## src/rtl/if_id.sv

```systemverilog
// IF/ID pipeline register: carries the fetched instruction and its PC into decode,
// with hazard-unit stall and branch/jump flush.
module if_id #(
    parameter int unsigned       WIDTH    = 32,
    parameter logic [WIDTH-1:0]  NOP_WORD = '0
) (
    input  logic             clk,
    input  logic             reset,
    input  logic [WIDTH-1:0] InsIn,
    input  logic [WIDTH-1:0] PC_In,
    input  logic             IFID_write,
    input  logic             IF_flush,
    output logic [WIDTH-1:0] InsOut,
    output logic [WIDTH-1:0] PC_out
);

    logic [WIDTH-1:0] insReg;
    logic [WIDTH-1:0] pcReg;

    // A flush squashes the ID slot even while stalled, so it is checked before the write enable.
    always_ff @(posedge clk) begin
        if (reset || IF_flush) begin
            insReg <= NOP_WORD;
            pcReg  <= '0;
        end else if (IFID_write) begin
            insReg <= InsIn;
            pcReg  <= PC_In;
        end
    end

    assign InsOut = insReg;
    assign PC_out = pcReg;

endmodule

```

## config.mk

```make
export PLATFORM = sky130hd
export DESIGN_NAME = if_id
export DESIGN_NICKNAME = d
export VERILOG_FILES = /design/src/rtl/if_id.sv
export SDC_FILE = /design/constraint.sdc
export NUM_CORES = 1
export LEC_CHECK = 0
export ABC_AREA = 0
export CAP_MARGIN = 20
export CORE_AREA = 2 2 84 86
export DETAILED_ROUTE_END_ITERATION = 16
export DIE_AREA = 0 0 86 88
export PLACE_DENSITY = 0.74
export REMOVE_ABC_BUFFERS = 1
export SYNTH_ARGS = -nofsm -noshare
export SYNTH_HDL_FRONTEND = slang
export SYNTH_SLANG_ARGS = --single-unit
```

## constraint.sdc

```tcl
create_clock -name clk -period 2.2 [get_ports clk]
set_input_delay 0.44 -clock clk [delete_from_list [all_inputs] [get_ports clk]]
set_output_delay 0.44 -clock clk [all_outputs]
set_load 0.005 [all_outputs]
```

# Word level (Yosys, flattened, before mapping)
# Cells that the tools add are included.
# W data, S select, Z words.
[totals] regBits=64 inputBits=68 output_inout_bits=64 wordCells=3
[classes] n_reduce_logical=1
[ops] operator="$logic_or A1 B1 Y1" count=1

# Depth between registers and ports, before layout
[logic_depth] depth_word=1 depth_mapped=4 mapped_depth_nobuf=2

# Least setup slack after synthesis
# No wires, ideal clock.
[synth_path] path_kind="input to register" start="input IFID_write" end="register insReg[0], in the netlist InsOut[0]" setup_time_ns=0.114 arrival_ns=0.966 required_ns=2.086 slack_ns=1.119 path_stages=4 path_buffers=2 path_cell_list="buf_6 > buf_8 > mux2i_1 > nor2_1"
[synth_lines] element="from (decl)" line="11" source="input logic IFID_write,"
[synth_lines] element="to (signal assigned)" line="26" source="insReg <= InsIn;"
[synth_lines] element="to (decl)" line="17" source="logic [WIDTH-1:0] insReg;"

# Final worst setup path
[layout_path] start="register insReg[19], in the netlist InsOut[19]" end="output InsOut[19]"
[layout_lines] element="to (decl)" line="13" source="output logic [WIDTH-1:0] InsOut,"
# No word-level cell between the ends.

==> metrics.cfg <==
[critical_path]
crit_required_ns = 1.76
crit_slowest_cell = clkdlybuf4s50_1
worstSetupEndpointType = output port
path_cells = clkdlybuf4s50_1
r2r_end = InsOut[28]
reg2reg_slack_ns = 1.55
reg2reg_from = InsOut[28]
cp-start-kind = flop
worst-path-max-fanout = 2
cp.arrival_ns = 1.20
cp_num_buf_inv = 1
r2r_cells = 2
critPathMaxStageDelay_ns = 0.55
critical_path_class = reg2out
critPathTopFamily = buffers and inverters

[final_layout]
mostFrequentLayoutCells = clkdlybuf4s50_1 (130), dfxtp_1 (64), mux2i_1 (64), nor2_1 (64), clkbuf_8 (11)
layout_commonest_cell = clkdlybuf4s50_1
area_delta_synth_final_pct = 62.81
final_util = 0.5755
antenna_cells = 0
nets = 406
nFillCells = 591
drive_gt1_frac = 0.05539
final_cell_count_no_fill = 423

[synth]
synthTopCellsByArea = dfxtp_1 (55%), mux2i_1 (27%), nor2_1 (10%)
synthCells = 207
synth_seq_cells = 64
synth_top_area_frac = 0.5456
avgSynthCellArea_sq_um = 11.35
synth.cell_area_sq_um = 2349
synth_cell_type_count = 6
yosysSeqAreaShare = 0.5456
yosys_warnings = 0
synth.largest_area_cell = dfxtp_1

[floorplan]
rows = 30
fp.dieArea_sq_um = 7568
die_x_um = 86
start_util = 0.3535
core_sq_um = 6644
pin_count = 132
die_y_um = 88

[global_routing]
grt_pass1_vias = 1862
grtUsageTotal = 0.1485
grt_max_degree = 65
grt_pass1_wl_um = 8714
gr-total-overflow = 0
grt_antenna_before_repair = 0

[sta]
slew_viol_final = 0
finalSetupTns_ns = 0
setup_viol = 0
skew_ns = 0
worst_pin_slew_ns = 0.5189
grt_setup_unrepaired = false
final_hold_viol_count = 0
finalCritPeriodShare = 0.7448
slew_headroom = 0.6540
fmax_ghz = 0.6103
post-route-min-period_ns = 1.639

[routing]
drtAntennaViolNets = 0
first_pass_iters = 4
routed_wl_um = 5695
vias = 1870
wl_per_cell_um = 13.46
viasPerCell = 4.421
drt_iter0_markers = 67
drc = 0

[clock_network]
post-cts-setup-buffers = 0
numCtsBuffers = 9
clock_path_buffers = 2
cts_tree = done
path_clk_slew_ns = 0.07
clock-sinks = 64
cts_hold_buf = 0
post_cts_resized = 0
cts_root_buf = clkbuf_8
clock_latency_ns = 0.33
h-tree-depth = 3

[place]
io_buffers = 131
dp.cells = 407
gp_congestion = 0.6817
hpwlAfterDp_um = 4012

[worst_hold_path]
hold_start = InsOut[3]
holdCritPathClass = reg2reg
min_path_cells = 2
min_to = InsOut[3]

[power]
ir_drop_mv = 0.4026
total_power_mw = 2.565
static-leakage-power_nw = 1.593
cellPowerDensity_nw_per_um2 = 670.7

[run_status]
status = completed

[flow_run]
maxCapViolCount = 0

-- through the flow --
stage	hold WS (ns)	instance area (sq um)	setup WS [ns]
global route	0.5224	3824	0.5067
finish	0.4936	3824	0.5615
detailed placement	0.4856	3625	0.3708
floorplan	0.4850	2168	0.4430
CTS	0.4996	3824	0.5430
global placement	0.4723	3625	0.4009
-- cells in the mapped netlist --
cell / number
dfxtp_1: 64
mux2i_1: 64
nor2_1: 64
buf_6: 8
buf_8: 6
or2_1: 1
-- kinds of logic (layout without fill, tap and decap cells) --
kind of cell / after synthesis / count (layout) / synth area share
buffers and inverters: 14 / 150 / 0.07672
flip-flops: 64 / 64 / 0.5456
AND/OR/NAND/NOR: 65 / 65 / 0.1050
multiplexers: 64 / 64 / 0.2728
-- registers in the layout, indices dropped and copies added (netlist names) --
name    cells
PC_out     32
InsOut     32
-- worst reg2reg max path, stage by stage (launching register included) --
cell and delay, ns:
dfxtp_1 0.33, mux2i_1 0.13, nor2_1 0.06
-- layout make-up --
cell class | instances | area, sq um | area share
timing repair buffer | 134 | 1356 | 0.3547
sequential | 64 | 1281 | 0.3351
multi-input combinational | 129 | 887.1 | 0.2320
clock buffer | 13 | 158.9 | 0.04156
tap | 80 | 100.1 | 0.02618
clock inverter | 3 | 40.04 | 0.01047
-- per-layer routing --
metal | up-vias | track usage | wire (um)
met5 | - | 0 | 0
met4 | 0 | 0.07648 | 120
met3 | 9 | 0.04995 | 425
met2 | 74 | 0.2509 | 2757
met1 | 845 | 0.1672 | 2392
li1 | 942 | - | -
-- worst max-delay path by stage --
stage                    start    endpoint  slack, ns  cells after the start
floorplan                reset   InsOut[0]       0.44                      2
global placement      IF_flush  InsOut[24]       0.40                      4
detailed placement    IF_flush   InsOut[7]       0.37                      4
CTS                 InsOut[19]  InsOut[19]       0.54                      1
global route        InsOut[28]  InsOut[28]       0.51                      1
finish              InsOut[19]  InsOut[19]       0.56                      1
-- where the power goes --
group	internal [mW]	switching (mW)	leakage, nW
clock	0.583	0.424	0.103
combinational	0.230	0.111	0.968
sequential	1.20	0.0196	0.522
(Power assumes the default switching activity.)
